<file path="src/rtl/risc8x_fetch.sv">
// risc8x instruction fetch: fixed-latency ROM stream -> prefetch FIFO -> variable-length instruction (1..MAXI words).
// First instruction 2 cycles after a request; requests stop while count+inflight reaches DEPTH, and pc_load flushes everything.
module risc8x_fetch #(
    parameter int              WORD    = 8,
    parameter int              ADDR    = 16,
    parameter int              MAXI    = 4,
    parameter int              DEPTH   = 4,
    parameter logic [ADDR-1:0] RST_VEC = '0,
    localparam int             SW      = (MAXI > 1) ? $clog2(MAXI) : 1
) (
    input  logic                 clk,
    input  logic                 rst,
    output logic                 mem_req,
    output logic [ADDR-1:0]      mem_addr,
    input  logic [WORD-1:0]      mem_data,
    output logic [WORD-1:0]      hd_word,
    input  logic [SW-1:0]        hd_size,
    output logic                 instr_valid,
    input  logic                 instr_ready,
    output logic [MAXI*WORD-1:0] instr,
    output logic [ADDR-1:0]      instr_pc,
    output logic [SW-1:0]        instr_size,
    input  logic                 pc_load,
    input  logic [ADDR-1:0]      pc_target
);

    localparam int PW = (DEPTH > 1) ? $clog2(DEPTH) : 1;
    localparam int CW = $clog2(DEPTH + 1);

    typedef struct packed {
        logic [WORD-1:0] word;
        logic [ADDR-1:0] addr;
    } entry_t;

    entry_t          fifo_q [DEPTH];
    logic [PW-1:0]   rd_ptr;
    logic [PW-1:0]   wr_ptr;
    logic [CW-1:0]   count;
    logic [ADDR-1:0] fetch_pc;
    logic [ADDR-1:0] req_addr;
    logic            inflight;
    logic            discard;

    logic            push;
    logic [CW-1:0]   need;
    logic [CW-1:0]   pop_n;

    function automatic logic [PW-1:0] ptr_add(input logic [PW-1:0] p, input logic [CW-1:0] n);
        return PW'((32'(p) + 32'(n)) % DEPTH);
    endfunction

    // Registered count plus the outstanding word reserves space for data not yet returned.
    assign mem_req  = !rst && !pc_load && ((32'(count) + 32'(inflight)) < DEPTH);
    assign mem_addr = fetch_pc;

    // Data landing in a redirect or reset cycle belongs to the old stream.
    assign push  = inflight && !discard && !pc_load && !rst;
    assign need  = CW'(hd_size) + CW'(1);
    assign pop_n = (instr_valid && instr_ready) ? need : '0;

    always_comb begin
        instr       = '0;
        instr_pc    = '0;
        instr_size  = '0;
        hd_word     = '0;
        instr_valid = (count >= need);
        if (count != '0) begin
            hd_word = fifo_q[rd_ptr].word;
        end
        if (instr_valid) begin
            instr_pc   = fifo_q[rd_ptr].addr;
            instr_size = hd_size;
            for (int i = 0; i < MAXI; i++) begin
                if (i <= int'(hd_size)) begin
                    instr[i*WORD +: WORD] = fifo_q[ptr_add(rd_ptr, CW'(i))].word;
                end
            end
        end
    end

    always_ff @(posedge clk) begin
        if (rst) begin
            fetch_pc <= RST_VEC;
            req_addr <= RST_VEC;
            count    <= '0;
            rd_ptr   <= '0;
            wr_ptr   <= '0;
            inflight <= 1'b0;
            discard  <= 1'b0;
        end else begin
            inflight <= mem_req;
            if (mem_req) begin
                req_addr <= fetch_pc;
                fetch_pc <= fetch_pc + ADDR'(1);
            end
            if (pc_load) begin
                fetch_pc <= pc_target;
                count    <= '0;
                rd_ptr   <= '0;
                wr_ptr   <= '0;
                discard  <= inflight;
            end else begin
                discard <= 1'b0;
                count   <= count + CW'(push) - pop_n;
                rd_ptr  <= ptr_add(rd_ptr, pop_n);
                if (push) begin
                    wr_ptr <= ptr_add(wr_ptr, CW'(1));
                end
            end
        end
    end

    always_ff @(posedge clk) begin
        if (push) begin
            fifo_q[wr_ptr] <= '{word: mem_data, addr: req_addr};
        end
    end

endmodule

</file>
<file path="config.mk">
export PLATFORM = sky130hd
export DESIGN_NAME = risc8x_fetch
export DESIGN_NICKNAME = d
export VERILOG_FILES = /design/src/rtl/risc8x_fetch.sv
export SDC_FILE = /design/constraint.sdc
export NUM_CORES = 1
export LEC_CHECK = 0
export ABC_CLOCK_PERIOD_IN_PS = 3600
export BUFFER_PORTS_ARGS = -buffer_cell sky130_fd_sc_hd__buf_2
export CORE_UTILIZATION = 48
export CTS_CLUSTER_DIAMETER = 100
export CTS_CLUSTER_SIZE = 20
export DETAILED_ROUTE_END_ITERATION = 10
export PLACE_DENSITY_LB_ADDON = 0.05
export SLEW_MARGIN = 30
export SYNTH_ARGS = -nofsm -noshare
export SYNTH_HDL_FRONTEND = slang
export SYNTH_SLANG_ARGS = --single-unit
</file>
<file path="constraint.sdc">
create_clock -name clk -period 3.6 [get_ports clk]
set_input_delay 0.36 -clock clk [delete_from_list [all_inputs] [get_ports clk]]
set_output_delay 0.36 -clock clk [all_outputs]
set_load 0.02 [all_outputs]
</file>
# After elaboration in Yosys (flattened, before gate mapping)
# Memories as Yosys holds them, arrays and structs flattened. A register that Yosys moved wholly into a read port is not among the register bits.
# Cells that the tools add are included.
# op_classes
bitwise,1
muxes,13
addsub,10
reduce_logical,13
n_lt_le_gt_ge,5
# op_table
operator,n
$mux 16,3
$mux 32,1
$mux 8,4
$add 16x1->16 const B,1
$logic_and 1x1->1,6
$add 2x1->2 const B,2
$add 2x2->2 const B,2
$add 3x1->4,1
$le 2x2->1 const A,2
$lt 4x3->1 const B,1
$mux 2,2
$reduce_or 2->1,2
$add 2x1->3 const B,1
$add 3x1->3,1
$ge 3x3->1,1
$logic_not 1->1,3
$mux 3,1
$reduce_bool 3->1,1
$sub 3x3->3,1
$add 2x2->2,1
$le 1x2->1 const A,1
$mux 1,2
$reduce_bool 2->1,1
$not 1->1,1
# totals
in_bits,30
output_inout_bits,76
mem_count,1
register_bits,41
ramBits,96
# mem_list
memory,depth,word_bits,rd,rd_ports_with_merged_regs,wr,line,source
fifo_q,4,24,4,1,1,35,entry_t fifo_q [DEPTH];

# Longest topological paths before layout
# Gate-level depths: netlist of the first run.
# logic_depth
word_depth,6
depth_mapped,16
mapped_depth_nobuf,15

# Worst setup path after synthesis of the first run
# Ideal clock, no wire load.
# synth_path
kind,input port to flip-flop
startpoint,in hd_size[0]
endpoint,reg count[2]
stages,16
arrival_time_ns,3.350
slack_ns,0.180
n_path_buf,1
cell_sequence,inv_1 ha_1 inv_1 ha_1 nand2_1 o21a_1 inv_1 clkbuf_1 nand3_1 ha_1 inv_1 fa_1 xnor2_1 xnor2_1 or3_1 a21oi_1
# synth_via
elab_chain_len,5
# synth_rtl
item,line,source
"start, declared",17,"input logic [SW-1:0] hd_size,"
$add 2x1->3,58,assign need = CW'(hd_size) + CW'(1);
$ge 3x3->1,66,instr_valid = (count >= need);
net instr_valid,18,"output logic instr_valid,"
$logic_and 1x1->1,59,assign pop_n = (instr_valid && instr_ready) ? need : '0;
$mux 3,59,
$sub 3x3->3,104,count <= count + CW'(push) - pop_n;
"end signal, assigned",104,
"end, declared",38,logic [CW-1:0] count;
# The timed path passes the listed nets, and every way through them passes these cells.
# A chain may end at the register's enable or synchronous reset.

# Worst setup path after layout of the first run
# layout_path
startpoint,reg count[0]
endpoint,out instr[11]
# layout_via
elab_chain_len,2
# layout_rtl
item,line,source
$ge 3x3->1,66,
$mux 32,70,if (instr_valid) begin
"end, declared",20,"output logic [MAXI*WORD-1:0] instr,"
# No other way between the ends.

==> out/qor.csv, run 1 <==
stage,metric,value,unit
cts,cts_buffer_depth,2,
route,vias_per_cell,5.56,
power_and_ir_drop,leakage,2.91,nW
grt,overflow,0,
power_and_ir_drop,p_total,4.24,mW
critical_path,endpoint_kind,output pin,
route,wire_per_inst,17.4,um
cts,cts_sinks,137,
synth,yosysTopAreaCellShare,45.3,%
cts,worst_skew_pair.late_latency,0.42,ns
sta,slew_headroom,41.0,%
placed_design,post-place-ws,0.277,ns
grt,grt_pass1_vias,4244,
power_and_ir_drop,ir_worst_vdd,0.000342,V
grt,grt_pass1_wl,21.9,mm
sta,fin_crit_sh,86.6,%
synth,yosysUniqueCellTypes,50,
route,drt_iter0_markers,294,
critical_path,start_kind,flop,
route,ant_nets,0,
min_path,hp-class,input pin to flop,
synth,synth_fp_nets,573,
route,route.vias.total,4563,
critical_path,crit_start,count[0],
synth,ys_top_cells_by_area,"edfxtp_1, dfxtp_1, mux4_2, a211oi_1, nand2_1",
synth,synth.ff_latch_count,137,
grt,grt_usage,22.2,%
critical_path,cp_max_fo,22,
critical_path,cp_data_arrival_time,2.76,ns
sta,whs,0.148,ns
placed_design,place_congestion,0.830,
run_status,run_status,finished clean,
synth,avgSynthCellArea,12.0,um2
synth,synth_top_area_cell,edfxtp_1,
sta,slew_viol_final,0,
power_and_ir_drop,power.share.clock,45.9,%
finish,fin_nets,679,
cts,cts_setup_buffers,0,
synth,synthCells,529,
critical_path,r2r-start,count[0],
power_and_ir_drop,p_per_area,548,nW/um2
die,ios,106,
cts,clockRootBuffer,clkbuf_16,
cts,postCtsHoldBufs,0,
cts,numCtsBuffers,17,
power_and_ir_drop,power_switching,1.09,mW
cts,cts.clk_slew.worst_paths,0.06,ns
die,dieArea,13700,um2
placed_design,port_buffers,105,
cts,h-tree-depth,4,
sta,setup_violations,0,
critical_path,worst_ep_required_time,3.24,ns
sta,rsz0062_at_grt,no,
finish,insertedDiodeCount,0,
placed_design,hpwl,9.50,mm
power_and_ir_drop,intPower,3.15,mW
route,drc,0,
critical_path,reg2regPathDepth,13,
sta,setup_ws,0.483,ns
critical_path,endpoint,instr[11],
grt,grt_max_degree,32,
sta,clock.fmax,0.321,GHz
synth,syn_area,6370,um2
critical_path,regToRegEndpoint,count[2],
cts,cts_tree,done,
sta,worst_pin_slew,0.884,ns
cts,cts_resized,0,
synth,yosysWarnings,0,
die,start_util,49.9,%
synth,synth_edf_count,96,
die,die_h,117,um
die,rows,41,
sta,hold_violations,0,
power_and_ir_drop,p_sw_share,25.7,%
die,coreArea,12800,um2
route,drt_pass1_iterations,5,
die,fp.dieW,117,um
route,wl,14.3,mm
finish,final_util,60.5,%
sta,skew,0.0106,ns
synth,async_flop_share,0,%
finish,area_delta_synth_final,21.4,%
critical_path,r2r_slack,0.62,ns
synth,yosysSeqAreaShare,58.1,%
critical_path,crit_type,flop to output pin,
grt,antenna_found_initial,0,
sta,setup-tns-final,0,ns
power_and_ir_drop,combPwrFrac,12.6,%
synth,dominantRegCellSynth,edfxtp_1,
job,drv_cap,0,
power_and_ir_drop,pwr-share-seq,41.6,%
sta,fin_crit,3.12,ns
finish,drive_gt1_share,28.4,%
==> state kept, by name (all words and copies together), names as in the netlist <==
name	cells
wr_ptr	2
fifo_q	96
count	3
req_addr	16
inflight	1
rd_ptr	2
mem_addr	16
discard	1
==> cell type report <==
type,count,area [um2]
multi-input combinational,343,2460
timing repair buffer,118,623
clock buffer,18,429
sequential,137,3710
tap,172,215
inverter,18,67.6
clock inverter,14,234
fill,1055,5040
==> power by group through the flow <==
stage	registers (mW)	logic, mW	clock network, mW
floorplan	1.79	0.340	0
global placement	1.79	0.528	0
detailed placement	1.79	0.537	0
CTS	1.76	0.539	1.97
global route	1.77	0.582	2.04
finish	1.76	0.532	1.94
==> how the worst min path moves through the flow <==
stage	slack, ns	to	from	cells past startpoint
5_1_grt	0.14	mem_addr[10]	pc_target[10]	3
2_1_floorplan	0.46	fifo_q[0][16]	mem_data[0]	0
6_report	0.15	mem_addr[10]	pc_target[10]	3
3_3_place_gp	0.47	fifo_q[2][4]	req_addr[4]	0
4_1_cts	0.13	mem_addr[10]	pc_target[10]	3
3_5_place_dp	0.49	req_addr[4]	req_addr[4]	2
==> through the flow <==
step,area (um2),instances
finish,7730,820
global route,7730,820
CTS,7730,820
detailed placement,7070,788
global placement,7070,788
floorplan,6370,529
==> cells by family after synthesis <==
family                   synth area share [%]
XOR/XNOR                                 1.24
adder cells (fa/ha/maj)                  2.87
multiplexers                             9.74
AND/OR/NAND/NOR                          13.3
flip-flops                               58.1
buffers and inverters                    3.30
AO/OA/AOI/OAI                            11.4
==> cells in the final DEF, fill, tap and decap left out, drive strengths merged, types with 2 or more instances in the layout <==
cell type	instances
edfxtp	96
nor2b	12
nand3	11
nand2b	2
o311ai	3
a31oi	6
o21a	3
or3	2
mux2i	17
nand2	60
o211ai	4
nand4	6
and4	3
and3	6
clkinv	3
or4	3
bufinv	5
mux4	16
and2	22
clkbuf	18
o21ai	12
o31ai	2
a32oi	2
mux2	8
a21oi	23
nor3	6
nor2	40
ha	13
dfxtp	41
a211oi	43
a311oi	2
inv	24
xor2	4
buf	118
xnor2	5
==> synthesized netlist by cell type, types with 15 or more instances <==
library cell / count
a211oi_1: 43
a21oi_1: 23
and2_1: 22
buf_2: 15
dfxtp_1: 41
edfxtp_1: 96
inv_1: 17
mux2i_1: 17
mux4_2: 16
nand2_1: 59
nor2_1: 39
==> worst max-delay path, cell delays in order (launching register included) <==
cell and delay (ns):
dfxtp_1 0.46, inv_1 0.07, ha_1 0.28, nor2b_1 0.05
o21a_1 0.24, inv_1 0.09, buf_4 0.28, nand2b_1 0.31
a211oi_1 0.32, buf_2 0.22
==> layer usage <==
metal | routed length, um | vias to the layer above | track usage (%)
met4 | 275 | 0 | 9.28
li1 | - | 2201 | -
met2 | 7070 | 141 | 36.3
met5 | 0 | - | 0
met3 | 694 | 19 | 5.51
met1 | 6220 | 2202 | 28.1
Note: power is estimated with default switching activity, not from simulation.
==> run 2: changes to the inputs <==
- BUFFER_PORTS_ARGS: -buffer_cell sky130_fd_sc_hd__buf_2 -> -buffer_cell sky130_fd_sc_hd__buf_4
==> run 2 against run 1 <==
Cell area increased by 2.7%. Critical path depth is 5 lower. Clock power shrank 7%. Critical path type unchanged. Largest cell class unchanged.
==> out/qor.csv, run 2 (synthesis results as in run 1) <==
stage,metric,value,unit
grt,antenna_found_initial,0,
die,dieArea,13700,um2
cts,numCtsBuffers,17,
placed_design,hpwl,9.66,mm
critical_path,reg2regPathDepth,13,
min_path,min_path_cells,1,
sta,worst_pin_slew,0.911,ns
cts,cts_sinks,137,
finish,final_area,7940,um2
critical_path,regToRegEndpoint,count[2],
critical_path,start_kind,flop,
critical_path,crit_type,flop to output pin,
cts,worst_skew_pair.late_latency,0.41,ns
cts,cts_buffer_depth,2,
grt,overflow,0,
critical_path,cpMaxStageDelayCell,dfxtp_2,
min_path,min_from,mem_data[7],
grt,top_usage_layer,met2,
critical_path,critPathMostFrequentCell,a211oi_1,
finish,fillCellCount,1015,
die,fp.dieW,117,um
finish,drive_gt1_share,28.2,%
route,wl,14.5,mm
sta,setup-tns-final,0,ns
sta,skew,0.00813,ns
sta,setup_violations,0,
sta,slew_viol_final,0,
die,rows,41,
sta,clock.fmax,0.320,GHz
cts,cts_setup_buffers,0,
cts,postCtsHoldBufs,0,
grt,met2_usage,36.9,%
critical_path,worst_ep_required_time,3.24,ns
route,drt_pass1_iterations,4,
die,die_h,117,um
die,start_util,49.9,%
sta,hold_violations,0,
power_and_ir_drop,p_per_area,523,nW/um2
grt,grt_max_degree,40,
finish,insertedDiodeCount,0,
critical_path,crit_chain,"inv_1, a211oi_1, a211oi_1, buf_4",
critical_path,cpPeakStageDelay,0.89,ns
cts,cts_tree,done,
cts,cts.clk_slew.worst_paths,0.06,ns
grt,grt_pass1_vias,4225,
run_status,run_status,finished clean,
critical_path,endpoint_kind,output pin,
finish,largest_register_ffs,96,
critical_path,cp_max_fo,39,
grt,use_met3,4.74,%
route,ant_nets,0,
power_and_ir_drop,leakage,2.91,nW
finish,final_cell_mix,"buf_4, edfxtp_1, nand2_1",
grt,grt_util_met1,27.2,%
finish,regMostFlops,fifo_q,
die,ios,106,
grt,grt_usage,21.8,%
route,drc,0,
min_path,hp-class,input pin to flop,
placed_design,place_area,7320,um2
route,route.vias.total,4523,
finish,area_delta_synth_final,24.7,%
cts,h-tree-depth,4,
route,drt_iter0_markers,192,
sta,fin_crit_sh,86.8,%
min_path,hold_end,fifo_q[0][23],
placed_design,port_buffers,105,
critical_path,r2r_slack,0.57,ns
cts,cts_resized,0,
route,vias_per_cell,5.53,
finish,mostFrequentLayoutCell,buf_4,
sta,fin_crit,3.12,ns
sta,rsz0062_at_grt,no,
finish,fin_nets,677,
sta,slew_headroom,39.2,%
critical_path,r2r-start,count[0],
die,coreArea,12800,um2
grt,grt_pass1_wl,21.8,mm
cts,clockRootBuffer,clkbuf_16,
critical_path,cp_data_arrival_time,2.76,ns
placed_design,place_congestion,0.835,
power_and_ir_drop,ir_worst_vdd,0.000283,V
job,drv_cap,0,
sta,whs,0.149,ns
power_and_ir_drop,p_total,4.15,mW
route,wire_per_inst,17.7,um
-- run 2: changes by cell type in the layout (fill, tap and decap cells not counted), sizes merged --
| cell | before | now |
|---|---|---|
| clkinvlp | 0 | 2 |
| clkbuf | 18 | 20 |
| bufinv | 5 | 3 |
| buf | 118 | 116 |
| inv | 24 | 22 |
-- run 2: worst max-delay path by stage --
| stage | to | from | cells past startpoint |
|---|---|---|---|
| after floorplan | count[2] | hd_size[0] | 16 |
| after global placement | count[2] | hd_size[0] | 16 |
| after detailed placement | count[2] | hd_size[0] | 16 |
| after CTS | instr[9] | rd_ptr[0] | 4 |
| after global routing | instr[8] | rd_ptr[0] | 4 |
| final | instr[9] | rd_ptr[0] | 4 |
-- run 2: layout make-up --
class | instances | area, um2 | area share, %
Sequential cell | 137 | 3710 | 46.7
Inverter | 18 | 67.6 | 0.851
Clock inverter | 12 | 163 | 2.05
Clock buffer | 20 | 458 | 5.77
Timing Repair Buffer | 116 | 871 | 11.0
Multi-Input combinational cell | 343 | 2460 | 31.0
Tap cell | 172 | 215 | 2.71
-- run 2: layer usage --
metal	vias up	routed length, um
met5	-	0
met4	0	159
met3	10	659
met2	128	7370
met1	2199	6310
li1	2186	-
-- run 2: critical path, delay by kind of cell (launching register included) --
family,cells,cell delay (ns)
buffers and inverters,2,0.89
AOI/OAI and AO/OA,2,0.54
DFF,1,0.89
-- run 2: power breakdown --
group	switching, mW	internal, mW
Combinational	0.349	0.239
Clock	0.661	1.14
Sequential	0.0520	1.71
-- run 2: metrics by stage --
stage | setup slack [ns] | util [%] | cells
2_1_floorplan | 0.180 | - | 529
3_3_place_gp | 0.369 | 57.3 | 786
3_5_place_dp | 0.207 | 57.3 | 786
4_1_cts | 0.463 | 62.2 | 818
5_1_grt | 0.347 | 62.2 | 818
6_report | 0.476 | 62.2 | 818
==> run 3: changes to the inputs <==
- ABC_AREA: default -> 1
==> run 3 against run 2 <==
Clock power is 12% lower. Highest routed layer unchanged. Combinational power is 9.7% higher. Maximum frequency is 10% higher. Cell area is 1.5% higher. Largest power group is now sequential cells. Sequential share of layout area is 0.71 points lower. Synthesized area is 3.9% higher. Critical path type is now input pin to output pin. Critical path depth is 9 higher. Register-to-register slack better by 0.40 ns. Count of clock-buffer cells in the layout is 2 lower. Final cell count is 23% higher. Critical endpoint is now instr[14]. Setup slack better by 0.29 ns.
==> out/qor.csv, run 3 <==
stage,metric,value,unit
critical_path,start_kind,input pin,
finish,insertedDiodeCount,0,
grt,grt_usage,22.3,%
cts,clockRootBuffer,clkbuf_16,
synth,synth_fp_nets,766,
synth,synth_edf_count,96,
route,drt_pass1_iterations,5,
synth,synth_common_cells,"nand2_1, edfxtp_1, nand3_1, nor2_1, inv_1",
synth,yosysMostFrequentCell,nand2_1,
cts,h-tree-depth,4,
route,wire_per_inst,15.3,um
sta,slew_headroom,48.0,%
die,fp.dieW,119,um
sta,rsz0062_at_grt,no,
critical_path,crit_type,input pin to output pin,
cts,cts_resized,0,
sta,setup-tns-final,0,ns
grt,antenna_found_initial,0,
placed_design,place_congestion,0.870,
sta,worst_pin_slew,0.774,ns
run_status,run_status,finished clean,
finish,final_cell_mix,"nand2_1, buf_4, edfxtp_1",
synth,yosysSeqAreaShare,56.0,%
job,drv_cap,0,
sta,fin_crit_sh,78.7,%
sta,skew,0.00635,ns
grt,grt_max_degree,66,
power_and_ir_drop,p_total,4.00,mW
finish,largest_register_ffs,96,
sta,setup_violations,0,
critical_path,cp_data_arrival_time,2.47,ns
cts,numCtsBuffers,17,
power_and_ir_drop,p_per_area,496,nW/um2
synth,synth_top_area_cell,edfxtp_1,
route,ant_nets,0,
power_and_ir_drop,leakage,3.18,nW
route,wl,15.4,mm
critical_path,endpoint_kind,output pin,
finish,mostFrequentLayoutCell,nand2_1,
synth,yosysUniqueCellTypes,35,
critical_path,worst_ep_required_time,3.24,ns
synth,syn_area,6620,um2
cts,cts_buffer_depth,2,
placed_design,port_buffers,105,
cts,cts_tree,done,
finish,final_area,8060,um2
sta,clock.fmax,0.353,GHz
die,start_util,49.6,%
cts,cts_sinks,137,
synth,yosysTopAreaCellShare,43.6,%
finish,area_delta_synth_final,21.8,%
min_path,hp-class,input pin to flop,
synth,async_flop_share,0,%
critical_path,cp_max_fo,27,
cts,postCtsHoldBufs,0,
die,rows,42,
finish,drive_gt1_share,20.8,%
die,dieArea,14300,um2
grt,overflow,0,
synth,yosysWarnings,0,
synth,synthCells,722,
die,ios,106,
cts,cts_setup_buffers,0,
sta,hold_violations,0,
synth,ys_top_cells_by_area,"edfxtp_1, dfxtp_1, nand3_1, nand2_1, nor2_1",
grt,grt_pass1_vias,4849,
power_and_ir_drop,ir_worst_vdd,0.000320,V
die,die_h,119,um
placed_design,hpwl,10.4,mm
finish,fillCellCount,1202,
sta,slew_viol_final,0,
grt,grt_pass1_wl,24.6,mm
cts,cts.clk_slew.worst_paths,0.06,ns
die,coreArea,13300,um2
synth,synth.ff_latch_count,137,
route,drt_iter0_markers,318,
placed_design,place_inst,974,
route,route.vias.total,5301,
finish,stdcell_count,1006,
synth,avgSynthCellArea,9.17,um2
finish,regMostFlops,fifo_q,
finish,fin_nets,861,
route,drc,0,
cts,worst_skew_pair.late_latency,0.41,ns
synth,dominantRegCellSynth,edfxtp_1,
sta,fin_crit,2.83,ns
placed_design,place_area,7520,um2
route,vias_per_cell,5.27,
## run 3: critical path: stages
cell      delay [ns]
buf_4           0.09
inv_1           0.09
ha_1            0.34
inv_1           0.05
ha_1            0.27
nand2_1         0.06
clkinv_1        0.04
nand2_1         0.05
nand2_2         0.16
inv_4           0.17
or2_1           0.37
a211oi_1        0.24
buf_4           0.19
## run 3: final timing paths
kind / from / end / slack, ns / depth (start not counted)
worst min-delay path: mem_data[7] / fifo_q[0][23] / 0.14 / 1
worst max register to register: count[0] / count[2] / 0.97 / 16
worst min register to register: inflight / discard / 0.49 / 2
worst max-delay path: hd_size[0] / instr[14] / 0.77 / 13
## run 3: metal layers
metal	track usage [%]	vias to the layer above	part of all wire [%]
li1	-	2686	-
met1	28.9	2458	46
met2	38.0	142	49
met3	4.60	15	4.5
met4	5.70	0	0.79
met5	0	-	0
## run 3: per-stage QoR
step,worst slack [ns],hold WS (ns),util [%]
after floorplan,0.753,0.445,-
after global placement,0.613,0.484,56.3
after detailed placement,0.481,0.480,56.3
after CTS,0.763,0.129,60.4
after global routing,0.571,0.121,60.4
final,0.769,0.145,60.4
## run 3: layout make-up
cell class	instances	area, um2	share of cell area [%]
Sequential cell	137	3700	46.0
Multi-Input combinational cell	472	2440	30.3
Timing Repair Buffer	116	871	10.8
Clock buffer	18	429	5.32
Inverter	73	277	3.43
Tap cell	176	220	2.73
Clock inverter	14	115	1.43
## run 3: cell families (layout without fill, tap and decap cells)
group,after synthesis,in the layout,share of synthesized area [%]
adder cells (fa/ha/maj),14,14,2.76
AO/OA/AOI/OAI,132,132,11.9
XOR/XNOR,4,4,0.529
buffers and inverters,113,221,7.32
AND/OR/NAND/NOR,322,322,21.5
flip-flops,137,137,56.0
## run 3: where the power goes
part	switching [mW]	internal, mW
Clock	0.683	0.893
Sequential	0.0459	1.73
Combinational	0.407	0.239
Total	1.14	2.86
